==> src/rtl/seg7_scan_ctrl.sv <==
// Scan controller for a bank of 7-segment digits that share one decoder.
// Shadow digit store is written over valid/ready; the active store is swapped in at frame end on commit.
module seg7_scan_ctrl #(
    parameter int NUM_DIGITS   = 8,
    parameter int DIV          = 1000,
    parameter int BLANK_CYCLES = 4
) (
    input  logic                  clk,
    input  logic                  rst,
    input  logic                  wr_valid,
    output logic                  wr_ready,
    input  logic [2:0]            wr_idx,
    input  logic [2:0]            wr_data,
    input  logic                  wr_on,
    input  logic                  commit_valid,
    output logic                  commit_ready,
    output logic                  commit_done,
    output logic [2:0]            dec_in,
    input  logic [6:0]            dec_out,
    output logic [6:0]            seg_out,
    output logic [NUM_DIGITS-1:0] an_out
);

    localparam int             CW        = (DIV > 1) ? $clog2(DIV) : 1;
    localparam logic [CW-1:0]  CNT_LAST  = CW'(DIV - 1);
    localparam logic [CW-1:0]  BLANK_END = CW'(BLANK_CYCLES);
    localparam logic [2:0]     IDX_LAST  = 3'(NUM_DIGITS - 1);
    localparam logic [3:0]     DIGITS    = 4'(NUM_DIGITS);

    typedef enum logic {
        C_IDLE,
        C_PENDING
    } commit_state_t;

    typedef enum logic {
        BLANK,
        SHOW
    } phase_t;

    commit_state_t state, next_state;
    phase_t        phase;

    logic [CW-1:0]     cnt;
    logic [2:0]        idx;
    logic              frame_end;
    logic              copy;
    logic              wr_fire;
    logic [7:0][2:0]   shadow_val;
    logic [7:0]        shadow_on;
    logic [7:0][2:0]   active_val;
    logic [7:0]        active_on;

    assign frame_end = (cnt == CNT_LAST) && (idx == IDX_LAST);
    assign wr_fire   = wr_valid && wr_ready;
    assign dec_in    = active_val[idx];
    assign phase     = (cnt < BLANK_END) ? BLANK : SHOW;

    always_ff @(posedge clk) begin
        if (rst) begin
            cnt <= '0;
            idx <= '0;
        end else if (cnt == CNT_LAST) begin
            cnt <= '0;
            idx <= (idx == IDX_LAST) ? 3'd0 : idx + 3'd1;
        end else begin
            cnt <= cnt + 1'b1;
        end
    end

    always_ff @(posedge clk) begin
        if (rst) begin
            state       <= C_IDLE;
            commit_done <= 1'b0;
        end else begin
            state       <= next_state;
            commit_done <= copy;
        end
    end

    // A commit only waits for a frame end seen after its accept cycle, so the
    // accept-cycle frame end is skipped naturally by the registered state.
    always_comb begin
        next_state   = state;
        copy         = 1'b0;
        wr_ready     = (state == C_IDLE);
        commit_ready = (state == C_IDLE);
        case (state)
            C_IDLE: begin
                if (commit_valid) next_state = C_PENDING;
            end
            C_PENDING: begin
                if (frame_end) begin
                    copy       = 1'b1;
                    next_state = C_IDLE;
                end
            end
            default: next_state = C_IDLE;
        endcase
    end

    always_ff @(posedge clk) begin
        if (rst) begin
            shadow_val <= '0;
            shadow_on  <= '0;
            active_val <= '0;
            active_on  <= '0;
        end else begin
            if (wr_fire && ({1'b0, wr_idx} < DIGITS)) begin
                shadow_val[wr_idx] <= wr_data;
                shadow_on[wr_idx]  <= wr_on;
            end
            if (copy) begin
                active_val <= shadow_val;
                active_on  <= shadow_on;
            end
        end
    end

    always_ff @(posedge clk) begin
        if (rst) begin
            seg_out <= 7'h7F;
            an_out  <= '1;
        end else if (phase == SHOW && active_on[idx]) begin
            seg_out <= dec_out;
            an_out  <= ~(NUM_DIGITS'(1) << idx);
        end else begin
            seg_out <= 7'h7F;
            an_out  <= '1;
        end
    end

endmodule

==> config.mk <==
export PLATFORM = sky130hd
export DESIGN_NAME = seg7_scan_ctrl
export DESIGN_NICKNAME = d
export VERILOG_FILES = /design/src/rtl/seg7_scan_ctrl.sv
export SDC_FILE = /design/constraint.sdc
export NUM_CORES = 1
export LEC_CHECK = 0
export ABC_AREA = 1
export ABC_CLOCK_PERIOD_IN_PS = 1800
export CORE_MARGIN = 1
export CORE_UTILIZATION = 40
export CTS_CLUSTER_SIZE = 14
export DETAILED_ROUTE_END_ITERATION = 16
export DONT_BUFFER_PORTS = 1
export PLACE_DENSITY = 0.66
export SLEW_MARGIN = 20
export SYNTH_ARGS = -nofsm -noshare
export SYNTH_HDL_FRONTEND = slang
export SYNTH_SLANG_ARGS = --single-unit
==> constraint.sdc <==
create_clock -name clk -period 1.8 [get_ports clk]
set_clock_uncertainty 0.15 [all_clocks]
set_input_delay 0.54 -clock clk [delete_from_list [all_inputs] [get_ports clk]]
set_output_delay 0.54 -clock clk [all_outputs]
set_load 0.05 [all_outputs]
# [Yosys cells after proc, flatten, opt, wreduce, memory -nomap -nowiden]
# Index checks and enable logic that the tools add are counted.
[op_classes] addsub=2 n_lt_le_gt_ge=4 n_eq_ne=2 shifts=1 mux=17 bitwise_logic=3 n_reduce_logical=6
[ops] cell="$bwmux 24" n=1
[ops] cell="$add 10x1->10 const B" n=1
[ops] cell="$eq 10x10->1 const B" n=1
[ops] cell="$lt 10x3->1 const B" n=1
[ops] cell="$bmux 3 s3" n=1
[ops] cell="$demux 3 s3" n=1
[ops] cell="$mux 3" n=3
[ops] cell="$bwmux 8" n=1
[ops] cell="$lt 3x4->1 const B" n=2
[ops] cell="$not 8->8" n=1
[ops] cell="$shl 1x3->8 const A" n=1
[ops] cell="$mux 1" n=7
[ops] cell="$logic_and 1x1->1" n=4
[ops] cell="$reduce_or 2->1" n=2
[ops] cell="$add 3x1->3 const B" n=1
[ops] cell="$bmux 1 s3" n=1
[ops] cell="$demux 1 s3" n=1
[ops] cell="$eq 3x3->1 const B" n=1
[ops] cell="$ge 3x1->1 const B" n=1
[ops] cell="$not 1->1" n=2
[ops] cell="$pmux 1 s2" n=1
[word_totals] ff_bits=94 input_bits=18 output_inout_bits=21 elab_cells=59

# [Depth between registers and ports, before layout]
# Gate-level depths: netlist of run 1.
[depth] ltp_word=5 depth_mapped=9 mapped_depth_nobuf=8

# [Worst setup path before layout of run 1]
# OpenSTA, ideal clock, no wires.
[synth_timing] kind="register to output" from="reg idx[0]" to="out dec_in[0]" t_arrival_ns=1.379 slack_ns=-0.269 path_stages_with_launch=7 path_cell_list="dfxtp_1 buf_4 clkbuf_1 o21ai_0 o22ai_1 nand2_1 nand2_1"
[synth_between] elab_chain_len=2
[synth_rtl] item="start: declaration" line_no="44" source="logic [2:0] idx;"
[synth_rtl] item="start signal: assignment" line_no="64" source="idx <= (idx == IDX_LAST) ? 3'd0 : idx + 3'd1;"
[synth_rtl] item="$bmux 3 s3" line_no="55" source="assign dec_in = active_val[idx];"
[synth_rtl] item="$mux 3 (not written as such)" line_no="55"
[synth_rtl] item="end: declaration" line_no="18" source="output logic [2:0] dec_in,"
# No other way between the ends. The select of a mux whose other input is x is not followed.

# [Worst setup path after layout of run 1]
# Same ends and word-level chain as after synthesis.

==> metrics.md, run 1 <==
| Metric | Value |
|---|---|
| Result of the run | `finished with violations` |
| Violations in the final reports | `setup timing` |
| Startpoint kind of the worst setup timing path | `flip-flop` |
| Met1 global-route usage | `24.18%` |
| Crit path capture type | `output port` |
| Number of diodes added for antenna fixing | `0` |
| Largest fanout of any net on the critical path | `13` |
| # hold bufs at CTS | `0` |
| Core Area | `0.009729 sq mm` |
| Number of optimization iterations in the first detailed-route pass | `4` |
| RSZ-0062 raised after global routing | `yes` |
| Total Routing Usage GR | `18.80%` |
| Cell area after placement | `0.004265 sq mm` |
| Residual antenna-violating net count after detailed routing | `0` |
| Worst endpoint data arrival time | `1490 ps` |
| Number of I/O pins | `39` |
| Critical Setup Path Class | `flip-flop to output port` |
| First DRT Iteration DRCs | `221` |
| Clock transition at the registers of the reported paths | `90 ps` |
| Reported leakage power | `2.084 nW` |
| Yosys Warn Count | `0` |
| Most used DFF post-synth | `sky130_fd_sc_hd__dfxtp_1` |
| DRC violations left | `0` |
| Setup violators final | `28` |
| Number of flops mapped to enable cells by yosys | `0` |
| Synthesized Nets | `579` |
| Synth unique cells | `24` |
| Post-synthesis instance area | `0.004000 sq mm` |
| Clock latency on the worst-skew pair | `360 ps` |
| Post-DP HPWL | `6.346 mm` |
| Clock Tree Root | `sky130_fd_sc_hd__clkbuf_8` |
| Fraction of registers with async set/reset | `0%` |
| Reg-to-Reg Start | `idx[1]` |
| Worst Hold Launch | `rst` |
| Number of buffers between clock root and the deepest sink | `2` |
| Sequential element share of the synthesized area | `47.04%` |
| WL/cell | `13.45 um` |
| Net count of the finished layout | `600` |
| CTS Buf Count | `9` |
| Combined area of the multi-input logic cells | `0.001836 sq mm` |
| Register area | `0.001888 sq mm` |
| Post-synthesis instance total | `554` |
| Slew Viols, Final | `0` |
| Final estimated routing congestion in global placement | `0.8318` |
| Wire length of the first global-routing pass | `15.26 mm` |
| Hold depth | `1` |
| Peak supply drop | `0.0004083 V` |
| Setup Total Neg Slack | `-3195 ps` |
| Worst-Margin Slew | `488.3 ps` |
| Total clock sinks | `94` |
| Most utilized layer in the global route result | `met2` |
| Share of layout cells above drive strength 1 | `15.00%` |
| Number of antenna violations at the first check in global routing | `0` |
| Total power divided by cell area | `774.9 mW/mm^2` |
| Rows | `36` |
| Series of cell instances along the critical path | `inv_8, o21ai_0, o22ai_2, nand2_1, nand2_4` |
| Worst Hold End | `shadow_val[2]` |
| Maximum number of pins on one net before global-route repair | `61` |
| Area of the die | `0.01040 sq mm` |
| Synth Register Bits | `94` |
| Path class of the lowest-slack min-delay path | `input pin to flip-flop` |
| Setup slack of the most critical reg-to-reg path | `-120 ps` |
| Signed area change from the synthesized netlist to the final layout | `19.33%` |
| Via count of the first global-routing pass | `3,250` |
| Die Y-Extent | `102 um` |
| Maximum clock rate | `458.2 MHz` |
| Number of hold-slack violations in the final timing report | `0` |
| Period utilization | `121.3%` |
| Final min period | `2183 ps` |
| Detailed-route vias per instance | `4.935` |
| Filler instances | `940` |
| Worst Path Required | `1110 ps` |
| Final-layout worst hold slack | `87.07 ps` |
| Routed WL | `9.589 mm` |
| Cell taking the most area after synthesis | `sky130_fd_sc_hd__dfxtp_1` |
| Via count | `3,519` |
| Area share of the leading cell type in the synthesized netlist | `47.04%` |
| Met3 track utilization from global routing | `4.309%` |
| Met2 Track Usage GR | `29.94%` |
| GR Overflow Total | `0` |
| Initial core utilization | `41.11%` |
| Mean area per synthesized cell | `7.220 sq um` |
| Port Buffers | `0` |
| Fin area | `0.004773 sq mm` |
| Overall power | `3.699 mW` |
| H-Tree Depth | `3` |
| Length in cells of the worst reg-to-reg path | `12` |
| Headroom to the max-slew limit | `67.40%` |
| Number of max-cap violations | `0` |
| Reg-to-reg endpoint | `active_val[21]` |
| Biggest cell delay along the critical path | `420 ps` |
| Die span in x | `102 um` |
| Setup ws final | `-382.6 ps` |
| Ranking of synthesized cells by area | `sky130_fd_sc_hd__dfxtp_1 47%, sky130_fd_sc_hd__nand2_1 11%, sky130_fd_sc_hd__inv_1 7.4%` |
| Worst path slowest cell | `sky130_fd_sc_hd__dfxtp_4` |
| CTS tree | `yes` |
synth_stat cells (2+ instances only):
library cell and count:
sky130_fd_sc_hd__nor2_1 76, sky130_fd_sc_hd__clkbuf_1 6, sky130_fd_sc_hd__o22ai_1 4, sky130_fd_sc_hd__buf_4 5, sky130_fd_sc_hd__a21oi_1 25, sky130_fd_sc_hd__ha_1 7
sky130_fd_sc_hd__clkinv_1 2, sky130_fd_sc_hd__o21ai_0 45, sky130_fd_sc_hd__inv_1 79, sky130_fd_sc_hd__buf_1 2, sky130_fd_sc_hd__buf_2 10, sky130_fd_sc_hd__nor2_4 2
sky130_fd_sc_hd__nand4_1 30, sky130_fd_sc_hd__dfxtp_1 94, sky130_fd_sc_hd__nand3_1 33, sky130_fd_sc_hd__xor2_1 3, sky130_fd_sc_hd__nand2_1 121, sky130_fd_sc_hd__nor3_1 4
state kept, by name, summed over array words and instances, names as in the netlist:
register     cells
idx              3
shadow_val      24
active_val      24
shadow_on        8
commit_done      1
an_out           8
cnt             10
state            1
active_on        8
seg_out          7
layout by cell type (no fill, tap or decap), drive strengths merged:
cell type | Yosys | final
o22ai | 4 | 4
o211a | 1 | 1
xor2 | 3 | 3
ha | 7 | 7
nand3 | 34 | 34
o21ai | 45 | 45
nor3 | 4 | 4
bufinv | 0 | 1
nor2 | 79 | 82
nand2 | 121 | 121
clkbuf | 6 | 11
inv | 79 | 83
nand3b | 1 | 1
clkinvlp | 0 | 2
dfxtp | 94 | 94
buf | 18 | 30
nand4 | 30 | 30
a21oi | 25 | 25
and3 | 1 | 1
clkinv | 2 | 1
worst max-delay path: cells and delay by family (launching register included):
| family | cells | cell delay [ps] |
|---|---|---|
| simple gates | 2 | 250 |
| flops | 1 | 420 |
| compound gates | 2 | 390 |
| buf+inv | 1 | 60 |
logic make-up after synthesis:
logic type | count (synthesis) | share of synthesized area [%]
and+or+nand+nor | 270 | 29.65
buffers and inverters | 105 | 10.82
DFF | 94 | 47.04
AOI/OAI and AO/OA | 75 | 9.634
adders and majority gates | 7 | 2.189
xor gates and xnor gates | 3 | 0.6570
final cells by class:
cell class / instances / share of cell area [%]
tap: 133 / 3.486
clock inverter: 6 / 1.415
sequential: 94 / 39.55
clock buffer: 10 / 2.883
multi-input combinational: 358 / 38.45
inverter: 81 / 6.684
timing repair buffer: 31 / 7.523
report_power, final:
part           switching (mW)  total, mW  internal [mW]
registers              0.0155       2.12           2.10
clock network           0.754       1.44          0.687
logic                  0.0936      0.138         0.0448
total                   0.863       3.70           2.84
repair_timing:
action / in CTS / in global routing
pin swaps: 4 / 14
setup endpoints to repair: 20 / 39
setup buffers: 3 / 2
gates resized for setup: 19 / 33
cloned: 4 / 2
through the flow:
step	setup WS [ps]	util (%)	instances
global route	-478.7	49.06	713
finish	-382.6	49.06	713
floorplan	7.199	-	554
global placement	-42.25	43.84	686
detailed placement	-49.57	43.84	686
CTS	-326.3	47.36	709
how the worst max path moves through the flow:
| stage | start | end | slack, ps | depth (start not counted) |
|---|---|---|---|---|
| finish | idx[0] | dec_in[0] | -380 | 5 |
| global route | idx[0] | dec_in[0] | -480 | 5 |
| CTS | idx[0] | dec_in[0] | -330 | 6 |
| detailed placement | idx[1] | dec_in[1] | -50 | 7 |
| global placement | idx[0] | dec_in[2] | -40 | 5 |
| floorplan | idx[0] | dec_in[0] | 7 | 7 |
routing by layer:
| metal | vias to the layer above | share of wire, % | routed length (um) |
|---|---|---|---|
| met1 | 1593 | 46 | 4450 |
| met3 | 24 | 5.1 | 489 |
| met4 | 0 | 2.5 | 244 |
| met5 | - | 0 | 0 |
| li1 | 1802 | - | - |
| met2 | 100 | 46 | 4405 |
Note: power is estimated with default switching activity, not from simulation.
==> run 2: changes to the inputs <==
Settings changed: ABC_CLOCK_PERIOD_IN_PS 1800 to 2650, PLACE_DENSITY 0.66 to 0.64, RECOVER_POWER set to 25.
Clock period 1.8 ns to 2.65 ns, I/O delays scaled along.
==> metrics.md, run 2 (synthesis results as in run 1) <==
| Metric | Value |
|---|---|
| Result of the run | `finished clean` |
| Largest registers | `active_val x24, shadow_val x24, cnt x10` |
| Final estimated routing congestion in global placement | `0.7807` |
| Number of hold-slack violations in the final timing report | `0` |
| Most frequent standard cell in the layout excluding fill and tap cells | `sky130_fd_sc_hd__nand2_1` |
| Reported leakage power | `1.933 nW` |
| Dpl cells | `673` |
| Residual antenna-violating net count after detailed routing | `0` |
| Worst-Margin Slew | `491.0 ps` |
| Net switching power | `0.6327 mW` |
| Reg-to-reg endpoint | `active_val[7]` |
| Number of max-cap violations | `0` |
| DRC violations left | `0` |
| Setup Total Neg Slack | `0 ps` |
| Internal power summed over all cells | `1.832 mW` |
| Signed area change from the synthesized netlist to the final layout | `9.728%` |
| Critical Setup Path Class | `flip-flop to output port` |
| Path class of the lowest-slack min-delay path | `flip-flop to flip-flop` |
| Number of diodes added for antenna fixing | `0` |
| Via count | `3,347` |
| Largest fanout of any net on the critical path | `20` |
| Share of layout cells above drive strength 1 | `6.631%` |
| Total power divided by cell area | `561.5 mW/mm^2` |
| Worst endpoint data arrival time | `1530 ps` |
| Port Buffers | `0` |
| Worst Path Required | `1710 ps` |
| WL/cell | `12.34 um` |
| Crit path capture type | `output port` |
| Series of cell instances along the critical path | `buf_6, o21ai_0, o22ai_1, nand2_1, nand2_1, buf_12` |
| Maximum number of pins on one net before global-route repair | `63` |
| Detailed-route vias per instance | `4.844` |
| Peak supply drop | `0.0003784 V` |
| CTS tree | `yes` |
| Worst Hold Launch | `cnt[0]` |
| Crit-path leading delay family | `flip-flops` |
| Rows | `36` |
| Overall power | `2.465 mW` |
| Die Y-Extent | `102 um` |
| Total Routing Usage GR | `18.01%` |
| Length in cells of the worst reg-to-reg path | `10` |
| First DRT Iteration DRCs | `238` |
| Most frequent cells in the layout | `121 x sky130_fd_sc_hd__nand2_1, 91 x sky130_fd_sc_hd__dfxtp_1, 79 x sky130_fd_sc_hd__inv_1, 76 x sky130_fd_sc_hd__nor2_1, 45 x sky130_fd_sc_hd__o21ai_0` |
| Portion of total power attributed to the clock network | `37.9%` |
| Number of buffers between clock root and the deepest sink | `2` |
| Clock Tree Root | `sky130_fd_sc_hd__clkbuf_8` |
| Maximum clock rate | `403.4 MHz` |
| Number of antenna violations at the first check in global routing | `0` |
| Switching fraction of total power | `25.67%` |
| Net count of the finished layout | `578` |
| Via count of the first global-routing pass | `3,079` |
| Clock transition at the registers of the reported paths | `100 ps` |
| Combinational fraction of design power | `3.7%` |
| Post-Layout Cell Count | `691` |
| Worst Hold End | `cnt[0]` |
| Area of the die | `0.01040 sq mm` |
| Headroom to the max-slew limit | `67.22%` |
| Most repeated library cell on the critical path | `sky130_fd_sc_hd__nand2_1` |
| CTS Buf Count | `9` |
| Startpoint kind of the worst setup timing path | `flip-flop` |
| Filler instances | `1,008` |
| Number of optimization iterations in the first detailed-route pass | `4` |
| H-Tree Depth | `3` |
| Core Area | `0.009729 sq mm` |
| Clock latency on the worst-skew pair | `360 ps` |
| RSZ-0062 raised after global routing | `no` |
| Period utilization | `93.55%` |
| # hold bufs at CTS | `0` |
| Biggest cell delay along the critical path | `370 ps` |
| Post-DP HPWL | `6.095 mm` |
| Die span in x | `102 um` |
| Routed WL | `8.527 mm` |
| Reg-to-Reg Start | `idx[0]` |
| Final-layout worst hold slack | `301.7 ps` |
| Setup violators final | `0` |
| Number of I/O pins | `39` |
| Count of buffering cells on the critical path with inverters included | `2` |
| Initial core utilization | `41.11%` |
| Reg power frac | `58.4%` |
| Worst path slowest cell | `sky130_fd_sc_hd__dfxtp_2` |
| Setup slack of the most critical reg-to-reg path | `580 ps` |
| Slew Viols, Final | `0` |
| GR Overflow Total | `0` |
| Final min period | `2479 ps` |
| Total clock sinks | `94` |
| Hold depth | `1` |
| Wire length of the first global-routing pass | `14.40 mm` |
==> run 2: cell types whose count changed in the layout (fill, tap and decap cells not counted), moves of 5 or more <==
cell / delta
sky130_fd_sc_hd__o21ai_2: -5
sky130_fd_sc_hd__nand2_1: +12
sky130_fd_sc_hd__buf_4: -15
sky130_fd_sc_hd__nand2_2: -9
sky130_fd_sc_hd__o21ai_0: +9
==> run 2: repair_timing <==
action | 4_1_cts | 5_1_grt
endpoints found under the setup margin | 3 | 3
setup buffers | 0 | 2
resized for setup | 1 | 6
==> run 2: cell type report <==
cell class	count	area (sq um)	share of cell area (%)
Inverter	81	310.3	7.070
Clock inverter	7	73.82	1.682
Sequential cell	94	1886	42.96
Clock buffer	9	123.9	2.822
Timing Repair Buffer	12	143.9	3.278
Tap cell	133	166.4	3.791
Multi-Input combinational cell	355	1685	38.40
==> run 2: through the flow <==
stage / util (%) / cell area, sq um / setup WS, ps
2_1_floorplan: - / 4000 / 325.8
4_1_cts: 44.83 / 4362 / 48.67
3_5_place_dp: 42.79 / 4163 / 247.8
6_report: 45.11 / 4389 / 170.9
3_3_place_gp: 42.79 / 4163 / 321.5
5_1_grt: 45.11 / 4389 / 21.94
==> run 2: layer usage <==
metal	vias up	track usage (%)	wire length, um
met1	1500	23.67	4059
met3	13	4.104	413
met4	0	5.824	147
met5	-	0	0
met2	76	29.27	3907
li1	1758	-	-
==> run 2: worst reg2reg max path, stage by stage (launching register included) <==
cell and delay [ps]:
sky130_fd_sc_hd__dfxtp_2 350, sky130_fd_sc_hd__buf_6 150, sky130_fd_sc_hd__ha_1 230, sky130_fd_sc_hd__ha_1 250
sky130_fd_sc_hd__nand2_1 110, sky130_fd_sc_hd__inv_1 90, sky130_fd_sc_hd__nand3_4 120, sky130_fd_sc_hd__buf_4 320
sky130_fd_sc_hd__nand2_1 110, sky130_fd_sc_hd__inv_1 70, sky130_fd_sc_hd__nor2_1 40
==> run 2: worst max-delay path by stage <==
stage	start	endpoint	slack (ps)	cells past startpoint
2_1_floorplan	idx[0]	dec_in[0]	330	6
5_1_grt	idx[1]	dec_in[1]	20	7
3_5_place_dp	idx[0]	dec_in[2]	250	6
3_3_place_gp	idx[0]	dec_in[2]	320	6
6_report	idx[0]	dec_in[2]	170	6
4_1_cts	idx[2]	dec_in[2]	50	4
==> run 2: power by group through the flow <==
stage / logic, mW / clock network [mW] / registers [mW]
2_1_floorplan: 0.0763 / 0 / 1.47
3_3_place_gp: 0.0895 / 0 / 1.47
3_5_place_dp: 0.0915 / 0 / 1.47
4_1_cts: 0.0918 / 0.961 / 1.44
5_1_grt: 0.105 / 1.03 / 1.44
6_report: 0.0909 / 0.934 / 1.44
